==> config.mk <==
export PLATFORM = sky130hd
export DESIGN_NAME = fpu_postproc_arb
export DESIGN_NICKNAME = d
export VERILOG_FILES = /design/src/rtl/fpu_pp_pkg.sv /design/src/rtl/fpu_pp_starvectr.sv /design/src/rtl/fpu_postproc_arb.sv
export SDC_FILE = /design/constraint.sdc
export NUM_CORES = 1
export LEC_CHECK = 0
export ABC_CLOCK_PERIOD_IN_PS = 4400
export BUFFER_PORTS_ARGS = -buffer_cell sky130_fd_sc_hd__buf_2
export CORE_UTILIZATION = 53
export CTS_CLUSTER_SIZE = 14
export DETAILED_ROUTE_END_ITERATION = 10
export GPL_TIMING_DRIVEN = 0
export PLACE_DENSITY_LB_ADDON = 0.08
export SYNTH_ARGS = -nofsm -noshare
export SYNTH_HDL_FRONTEND = slang
export SYNTH_HIERARCHICAL = 1
export SYNTH_SLANG_ARGS = --single-unit
export TNS_END_PERCENT = 10
==> constraint.sdc <==
create_clock -name clk -period 4.4 [get_ports clk]
set_input_delay 0.88 -clock clk [delete_from_list [all_inputs] [get_ports clk]]
set_output_delay 0.88 -clock clk [all_outputs]
set_load 0.1 [all_outputs]
==> src/rtl/fpu_pp_pkg.sv <==
// Shared types and helpers for the FPU post-processing arbiter.
// Round-robin helpers are only referenced when FPU_PP_ROUNDROBIN_EN is defined.
package fpu_pp_pkg;

  typedef enum logic [1:0] {PP_NONE, PP_FMA, PP_DIV, PP_CVT} pp_src_t;

  localparam int unsigned PP_NSRC  = 3;
  localparam int unsigned PP_CNT_W = 4;

  // Request vectors are ordered {Cvt, Div, Fma}.
  function automatic logic pp_req_of(input pp_src_t s, input logic [PP_NSRC-1:0] req);
    case (s)
      PP_FMA:  return req[0];
      PP_DIV:  return req[1];
      PP_CVT:  return req[2];
      default: return 1'b0;
    endcase
  endfunction

  function automatic pp_src_t pp_rr_next(input pp_src_t s);
    case (s)
      PP_FMA:  return PP_DIV;
      PP_DIV:  return PP_CVT;
      default: return PP_FMA;
    endcase
  endfunction

  // First requester found scanning Fma->Div->Cvt, starting at ptr.
  function automatic pp_src_t pp_rr_pick(input pp_src_t ptr, input logic [PP_NSRC-1:0] req);
    pp_src_t s;
    pp_src_t pick;
    s    = (ptr == PP_NONE) ? PP_FMA : ptr;
    pick = PP_NONE;
    for (int k = 0; k < PP_NSRC; k++) begin
      if (pick == PP_NONE && pp_req_of(s, req)) pick = s;
      s = pp_rr_next(s);
    end
    return pick;
  endfunction

endpackage

==> src/rtl/fpu_pp_starvectr.sv <==
// Saturating per-requester wait counter; promote flags a requester that has
// waited STARVE_MAX cycles and is still requesting.
module fpu_pp_starvectr
  import fpu_pp_pkg::*;
#(
  parameter int unsigned STARVE_MAX = 7
) (
  input  logic                clk,
  input  logic                reset,
  input  logic                i_req,
  input  logic                i_gnt,
  input  logic                i_stall,
  input  logic                i_flush,
  output logic [PP_CNT_W-1:0] o_count,
  output logic                o_promote
);

  localparam logic [PP_CNT_W-1:0] LP_MAX = PP_CNT_W'(STARVE_MAX);

  logic [PP_CNT_W-1:0] r_count;
  logic [PP_CNT_W-1:0] w_count_d;

  always_comb begin
    w_count_d = r_count;
    if (i_flush || !i_req || (i_gnt && !i_stall)) begin
      w_count_d = '0;
    end else if (r_count != LP_MAX) begin
      w_count_d = r_count + PP_CNT_W'(1);
    end
  end

  always_ff @(posedge clk or posedge reset) begin
    if (reset) begin
      r_count <= '0;
    end else begin
      r_count <= w_count_d;
    end
  end

  assign o_count   = r_count;
  assign o_promote = i_req && (r_count == LP_MAX);

endmodule

==> src/rtl/fpu_postproc_arb.sv <==
// Arbiter + issue register sharing the FPU post-processor among FMA, divsqrt, convert.
// Define FPU_PP_ROUNDROBIN_EN for round-robin base policy; default is fixed Div>Fma>Cvt.
module fpu_postproc_arb
  import fpu_pp_pkg::*;
#(
  parameter int unsigned TAGW       = 5,
  parameter int unsigned STARVE_MAX = 7
) (
  input  logic            clk,
  input  logic            reset,
  input  logic            FlushE,
  input  logic            FmaReq,
  input  logic            FmaSs,
  input  logic [TAGW-1:0] FmaTag,
  output logic            FmaGnt,
  input  logic            DivReq,
  input  logic            DivXs,
  input  logic            DivYs,
  input  logic            DivSqrt,
  input  logic [TAGW-1:0] DivTag,
  output logic            DivGnt,
  input  logic            CvtReq,
  input  logic            CvtCs,
  input  logic [TAGW-1:0] CvtTag,
  output logic            CvtGnt,
  input  logic            PpReady,
  output logic            PpValid,
  output logic            FmaOp,
  output logic            DivOp,
  output logic            CvtOp,
  output logic            Xs,
  output logic            Ys,
  output logic            Sqrt,
  output logic            FmaSs_q,
  output logic            CvtCs_q,
  output logic [TAGW-1:0] Tag
);

  // Vectors ordered {Cvt, Div, Fma}.
  logic [PP_NSRC-1:0]  w_req;
  logic [PP_NSRC-1:0]  w_prom;
  logic [PP_NSRC-1:0]  w_gnt;
  logic [PP_CNT_W-1:0] w_fma_cnt, w_div_cnt, w_cvt_cnt;
  logic                w_accept, w_stall, w_can_gnt, w_promoted;
  pp_src_t             w_sel;

  logic                r_valid;
  pp_src_t             r_src;
  logic                r_xs, r_ys, r_sqrt, r_fss, r_ccs;
  logic [TAGW-1:0]     r_tag;
  logic [TAGW-1:0]     w_ld_tag;

  assign w_req     = {CvtReq, DivReq, FmaReq};
  assign w_accept  = ~r_valid | PpReady;
  assign w_stall   = r_valid & ~PpReady;
  assign w_can_gnt = w_accept & ~FlushE & ~reset;

  fpu_pp_starvectr #(.STARVE_MAX(STARVE_MAX)) u_fma_ctr (
    .clk      (clk),
    .reset    (reset),
    .i_req    (FmaReq),
    .i_gnt    (w_gnt[0]),
    .i_stall  (w_stall),
    .i_flush  (FlushE),
    .o_count  (w_fma_cnt),
    .o_promote(w_prom[0])
  );

  fpu_pp_starvectr #(.STARVE_MAX(STARVE_MAX)) u_div_ctr (
    .clk      (clk),
    .reset    (reset),
    .i_req    (DivReq),
    .i_gnt    (w_gnt[1]),
    .i_stall  (w_stall),
    .i_flush  (FlushE),
    .o_count  (w_div_cnt),
    .o_promote(w_prom[1])
  );

  fpu_pp_starvectr #(.STARVE_MAX(STARVE_MAX)) u_cvt_ctr (
    .clk      (clk),
    .reset    (reset),
    .i_req    (CvtReq),
    .i_gnt    (w_gnt[2]),
    .i_stall  (w_stall),
    .i_flush  (FlushE),
    .o_count  (w_cvt_cnt),
    .o_promote(w_prom[2])
  );

  // Raw counts are kept for debug visibility; arbitration only needs promote.
  logic w_unused_cnt;
  assign w_unused_cnt = ^{w_fma_cnt, w_div_cnt, w_cvt_cnt};

`ifdef FPU_PP_ROUNDROBIN_EN
  pp_src_t r_rr_ptr;

  always_ff @(posedge clk or posedge reset) begin
    if (reset) begin
      r_rr_ptr <= PP_FMA;
    end else if ((|w_gnt) && !w_promoted) begin
      r_rr_ptr <= pp_rr_next(w_sel);
    end
  end
`endif

  always_comb begin
    w_sel      = PP_NONE;
    w_promoted = 1'b0;
    if (w_prom[1]) begin
      w_sel      = PP_DIV;
      w_promoted = 1'b1;
    end else if (w_prom[0]) begin
      w_sel      = PP_FMA;
      w_promoted = 1'b1;
    end else if (w_prom[2]) begin
      w_sel      = PP_CVT;
      w_promoted = 1'b1;
    end else begin
`ifdef FPU_PP_ROUNDROBIN_EN
      w_sel = pp_rr_pick(r_rr_ptr, w_req);
`else
      if (w_req[1])      w_sel = PP_DIV;
      else if (w_req[0]) w_sel = PP_FMA;
      else if (w_req[2]) w_sel = PP_CVT;
`endif
    end
  end

  assign w_gnt[0] = w_can_gnt & (w_sel == PP_FMA);
  assign w_gnt[1] = w_can_gnt & (w_sel == PP_DIV);
  assign w_gnt[2] = w_can_gnt & (w_sel == PP_CVT);
  assign FmaGnt   = w_gnt[0];
  assign DivGnt   = w_gnt[1];
  assign CvtGnt   = w_gnt[2];

  always_comb begin
    w_ld_tag = '0;
    case (w_sel)
      PP_FMA:  w_ld_tag = FmaTag;
      PP_DIV:  w_ld_tag = DivTag;
      PP_CVT:  w_ld_tag = CvtTag;
      default: w_ld_tag = '0;
    endcase
  end

  always_ff @(posedge clk or posedge reset) begin
    if (reset) begin
      r_valid <= 1'b0;
      r_src   <= PP_NONE;
      r_xs    <= 1'b0;
      r_ys    <= 1'b0;
      r_sqrt  <= 1'b0;
      r_fss   <= 1'b0;
      r_ccs   <= 1'b0;
      r_tag   <= '0;
    end else if (FlushE) begin
      r_valid <= 1'b0;
      r_src   <= PP_NONE;
      r_xs    <= 1'b0;
      r_ys    <= 1'b0;
      r_sqrt  <= 1'b0;
      r_fss   <= 1'b0;
      r_ccs   <= 1'b0;
      r_tag   <= '0;
    end else if (w_accept) begin
      // With no request w_sel is PP_NONE, which empties the register.
      r_valid <= (w_sel != PP_NONE);
      r_src   <= w_sel;
      r_xs    <= (w_sel == PP_DIV) & DivXs;
      r_ys    <= (w_sel == PP_DIV) & DivYs;
      r_sqrt  <= (w_sel == PP_DIV) & DivSqrt;
      r_fss   <= (w_sel == PP_FMA) & FmaSs;
      r_ccs   <= (w_sel == PP_CVT) & CvtCs;
      r_tag   <= w_ld_tag;
    end
  end

  assign PpValid = r_valid;
  assign FmaOp   = (r_src == PP_FMA);
  assign DivOp   = (r_src == PP_DIV);
  assign CvtOp   = (r_src == PP_CVT);
  assign Xs      = r_xs;
  assign Ys      = r_ys;
  assign Sqrt    = r_sqrt;
  assign FmaSs_q = r_fss;
  assign CvtCs_q = r_ccs;
  assign Tag     = r_tag;

endmodule
---- After elaboration in Yosys (flattened, before gate mapping) ----
Cells that the tools add are included.
word-level totals
  bits of input ports ..................... 27
  flip-flop bits (word level) ............. 25
  output and inout port bits .............. 17
  latch bits .............................. 0
  RAM bits ................................ 0
  memories kept ........................... 0
  memory bits (read-only) ................. 0
operators by class
  $lt $le $gt $ge ......................... 0
  bitwise gates (word level) .............. 16
  eq/ne operators ......................... 12
  multiply operators ...................... 0
  muxes and demuxes ....................... 29
  reduce and logical (&&, ||, !) cells .... 21
  add/sub/neg operators ................... 3
  div/mod/pow operators ................... 0
  shift-type cells ........................ 0
operators with widths
  cell                   count
  $mux W4                6
  $mux W2                8
  $pmux W5 S3            1
  $add A4 B1 Y4 const B  3
  $eq A4 B3 Y1 const B   3
  $mux W1                12
  $ne A4 B3 Y1 const B   3
  $and A1 B1 Y1          11
  $mux W5                2
  $reduce_bool A2 Y1     5
  $eq A2 B2 Y1 const B   4
  $logic_and A1 B1 Y1    6
  $logic_or A1 B1 Y1     6
  $eq A2 B1 Y1 const B   2
  $logic_not A1 Y1       4
  $not A1 Y1             4
  $or A1 B1 Y1           1

---- Logic depth before layout (Yosys ltp) ----
  depth in word-level cells ............... 11
  mapped depth ............................ 8
  gate-level depth less buffers ........... 8

---- Modules after synthesis ----
Netlist, hierarchy kept.
modules (own cells, without submodules)
  module            seq. area each (um^2)  cells each  area an instance (um^2)  times used
  fpu_postproc_arb  325.3                  77          703.2                    1
  fpu_pp_starvectr  100.1                  22          219.0                    3

---- Worst setup path after synthesis ----
No wires, ideal clock.
  kind .................................... input port to output port
  from .................................... input CvtReq
  to ...................................... output FmaGnt
  data arrival time ....................... 2,440 ps
  stages on the path ...................... 5
  slack ................................... 1,080 ps
  path buffers ............................ 0
  cell sequence ........................... inv_1 nor2_1 or3b_4 a21oi_4 and4_1
on the way
  elaborated cells between the ends (all ways) .. 9
RTL lines
  item                 line                     RTL
  from (decl)          fpu_postproc_arb.sv:22   input logic CvtReq,
  $logic_and A1 B1 Y1  fpu_pp_starvectr.sv:41   assign o_promote = i_req && (r_count == LP_MAX);
  via w_prom[2]        fpu_postproc_arb.sv:41   logic [PP_NSRC-1:0] w_prom;
  $mux W2              fpu_postproc_arb.sv:116  end else if (w_prom[2]) begin
  $mux W2              fpu_postproc_arb.sv:113  end else if (w_prom[0]) begin
  $mux W2              fpu_postproc_arb.sv:110  if (w_prom[1]) begin
  $eq A2 B1 Y1         fpu_postproc_arb.sv:130  assign w_gnt[0] = w_can_gnt & (w_sel == PP_FMA);
  $and A1 B1 Y1        fpu_postproc_arb.sv:130
  to (decl)            fpu_postproc_arb.sv:15   output logic FmaGnt,
The timed path passes the listed nets, and every way through them passes these cells.

---- Worst setup path after layout ----
  from .................................... register u_cvt_ctr.r_count[0] (netlist: u_cvt_ctr/o_count[0])
  to ...................................... output FmaGnt
on the way
  longest elaborated chain between the ends .. 7
RTL lines
  item                    line                     RTL
  from (decl)             fpu_pp_starvectr.sv:20   logic [PP_CNT_W-1:0] r_count;
  from (signal assigned)  fpu_pp_starvectr.sv:36   r_count <= w_count_d;
  $eq A4 B3 Y1            fpu_pp_starvectr.sv:41
  $logic_and A1 B1 Y1     fpu_pp_starvectr.sv:41
  via w_prom[2]           fpu_postproc_arb.sv:41
  $mux W2                 fpu_postproc_arb.sv:116
  $mux W2                 fpu_postproc_arb.sv:113
  $mux W2                 fpu_postproc_arb.sv:110
  $eq A2 B1 Y1            fpu_postproc_arb.sv:130
  $and A1 B1 Y1           fpu_postproc_arb.sv:130
The timed path passes the listed nets, and every way through them passes these cells.

==> reports/qor.txt <==
=========================================================================================
Layout fillers                                                                        211
Clock Sinks                                                                            25
PostCTS Resize Cnt                                                                      0
Antenna violations before repair                                                        0
Ratio of cells with drive above 1 in the final layout                              28.42%
Worst-margin pin slew                                                           0.5481 ns
Post-synthesis to final-layout area growth                                         20.33%
Final clock period utilization by the worst path                                   77.92%
Highest clock frequency the design can meet                                     291.7 MHz
Average routed wire per standard cell                                            13.32 um
Status                                                                       finished, final reports clean
R2R Setup Slk                                                                     2.16 ns
Global-route wire length before repair                                            4878 um
Die height                                                                       52.66 um
Count of synthesis-stage warnings from yosys                                            6
Total congestion overflow after global routing                                          0
Top cells by count, synth                                                    sky130_fd_sc_hd__dfrtp_1, sky130_fd_sc_hd__nor2_1, sky130_fd_sc_hd__inv_1
H-Tree Depth                                                                            1
Number of antenna-violating nets in the routed design                                   0
Final net count                                                                       221
Pre-antenna DRT Iters                                                                   6
Critical setup path kind                                                       reg -> out
Syn Std Cell Area                                                            0.001360 sq mm
Cell chosen for the clock root                                               sky130_fd_sc_hd__clkbuf_4
Classification of the worst-slack hold path                                   in -> async
Synth Net Count                                                                       173
Post-synth EDFFs                                                                        0
Worst slew margin                                                                  63.42%
Pin count of the biggest net entering global routing                                   17
Element type at the critical path start                                         flip-flop
Worst Clk Skew                                                                0.005092 ns
Avg Inst Size Synth                                                           9.511 sq um
Port-buffer cells                                                                      43
Proportion of register bits with asynchronous set or reset after synthesis         100.0%
Area of the die                                                              0.002773 sq mm
Number of remaining DRC errors                                                          0
Final-report max-slew violation count                                                   0
X dimension of the die                                                           52.66 um
Min Tclk post-route                                                              3.428 ns
Final total negative setup slack                                                     0 ns
Number of buffers on the longest clock path                                             2
Number of diodes added for antenna fixing                                               0
Total power                                                                     0.4803 mW
Cell Pwr Density                                                             293.5 mW/mm^2
Ports                                                                                  44
Standard-cell row count                                                                17
Final standard cell area without fillers                                     0.001637 sq mm
GRT Resource Usage Total                                                           23.85%
Core footprint                                                               0.002318 sq mm
Worst setup EP type                                                            output pin
RSZ-0062 raised after global routing                                                false
Leading post-synthesis cells by cell area                                    sky130_fd_sc_hd__dfrtp_1, sky130_fd_sc_hd__nor2_1, sky130_fd_sc_hd__mux2i_1
Hpwl dp                                                                           2287 um
Clock-pin slew on the worst setup and hold paths                                  0.13 ns
Final number of setup-violating endpoints                                               0
TritonCTS clock tree                                                                  yes
Placed cell areas                                                            0.001610 sq mm
Number of different library cells in the post-synthesis netlist                        31
Routability cong.                                                                  0.7066
Clock network latency to the later pin of the worst-skew pair                     0.31 ns
Library cell occupying the most area in the post-synthesis netlist           sky130_fd_sc_hd__dfrtp_1
Number of global-route vias before repair                                            1168
Syn Inst Count                                                                        143
Fraction of synthesized cell area taken by the top area cell type                  46.00%
Leakage power                                                                   0.9689 nW
Total number of vias                                                                 1199
Utilization of the core after routing                                              70.59%
Cts hold-fix bufs                                                                       0
Total wire length                                                                 2904 um
Post-CTS Repair Setup Buffers                                                           0
Most instantiated library cell after synthesis                               sky130_fd_sc_hd__dfrtp_1
Critical path data arrival time                                                   2.55 ns
Worst vdd rail ir drop                                                          0.2412 mV
Reported max-cap violation count                                                        0
Leading register cell type out of synthesis                                  sky130_fd_sc_hd__dfrtp_1
Worst Path Max Fanout                                                                   6
Share of the yosys chip area belonging to registers                                46.00%
Number of buffers created by CTS                                                        3
Detailed router's first-iteration violation count                                      40
Number of failing hold endpoints at the final stage                                     0
Initial core utilization                                                           58.66%
DR vias/cell                                                                        5.500
WP data required                                                                  3.52 ns
Synthesized flop and latch total                                                       25
=========================================================================================
==> sequential cells by signal, indices dropped and copies added, names as in the netlist <==
register and flops:
Tag 5, u_cvt_ctr/o_count 4, u_div_ctr/o_count 4, u_fma_ctr/o_count 4
r_src 2, CvtCs_q 1, FmaSs_q 1, PpValid 1
Sqrt 1, Xs 1, Ys 1
==> path summary, 6_finish.rpt <==
check,start,to,depth (start not counted)
worst max register to register,u_div_ctr/o_count[0],u_cvt_ctr/o_count[3],8
max in group asynchronous,reset,FmaSs_q,2
min in group clk,Tag[2],Tag[2],2
worst max-delay path,u_cvt_ctr/o_count[0],FmaGnt,7
worst min-delay path,reset,u_div_ctr/o_count[3],2
worst min register to register,Tag[2],Tag[2],2
==> report_power, final <==
part | leakage (nW) | switching, mW | internal [mW] | total (mW)
Sequential | 0.338 | 0.00705 | 0.240 | 0.247
Clock | 0.0150 | 0.0663 | 0.0354 | 0.102
Combinational | 0.616 | 0.100 | 0.0318 | 0.132
==> cell type report <==
type	count	area (sq um)	share of cell area, %
clock buffers	4	26.28	1.606
flip-flops and latches	25	625.6	38.23
repair buffers	43	215.2	13.15
well taps	28	35.03	2.141
multi-input cells	103	678.2	41.44
inverters	13	48.80	2.982
plain buffers	2	7.507	0.4587
==> cells in the final DEF (no fill, tap or decap), drive strengths merged <==
cell type,instances
dfrtp,25
nor3b,1
o21bai,1
clkbuf,6
a211o,3
a21o,2
nand2,10
and4,3
a222oi,5
a2bb2oi,1
nand3,11
nor4,1
nand3b,3
a32o,1
and2,1
nor3,3
o21ai,9
nor2b,2
nor2,24
inv,13
a21oi,6
ha,3
or3b,1
nand2b,2
o21a,1
xnor2,3
mux2i,6
buf,43
==> worst max-delay path, cell delays in order (launching register included) <==
cell,delay [ns]
sky130_fd_sc_hd__dfrtp_1,0.44
sky130_fd_sc_hd__ha_1,0.27
sky130_fd_sc_hd__nand3b_4,0.12
sky130_fd_sc_hd__nor2_1,0.09
sky130_fd_sc_hd__or3b_4,0.41
sky130_fd_sc_hd__a21oi_4,0.22
sky130_fd_sc_hd__and4_1,0.25
sky130_fd_sc_hd__buf_2,0.44
==> routing by layer <==
layer | vias to the layer above | track usage (%) | part of all wire (%) | routed length, um
met5 | - | 0 | 0 | 0
met4 | 0 | 9.211 | 1.1 | 32
met3 | 4 | 3.768 | 4.7 | 137
met2 | 33 | 40.30 | 49 | 1425
met1 | 565 | 30.26 | 45 | 1308
li1 | 597 | - | - | -
==> cell families (layout without fill, tap and decap cells) <==
group | count (synthesis) | count (layout) | share of synthesized area (%)
flip-flops | 25 | 25 | 46.00
AND/OR/NAND/NOR | 62 | 62 | 25.02
multiplexers | 6 | 6 | 4.416
XOR/XNOR | 3 | 3 | 1.932
buffers and inverters | 15 | 62 | 4.140
adder cells (fa/ha/maj) | 3 | 3 | 2.760
AO/OA/AOI/OAI | 29 | 29 | 15.73
==> stage by stage <==
stage                     hold slack [ns]  setup slack [ns]  instances
after floorplan                    0.5102             1.080        143
after global placement             0.4661             1.048        214
after detailed placement           0.4738             1.034        214
after CTS                          0.4510            0.9604        218
after global routing               0.4625            0.8643        218
final                              0.4535            0.9716        218
(Power assumes the default switching activity.)
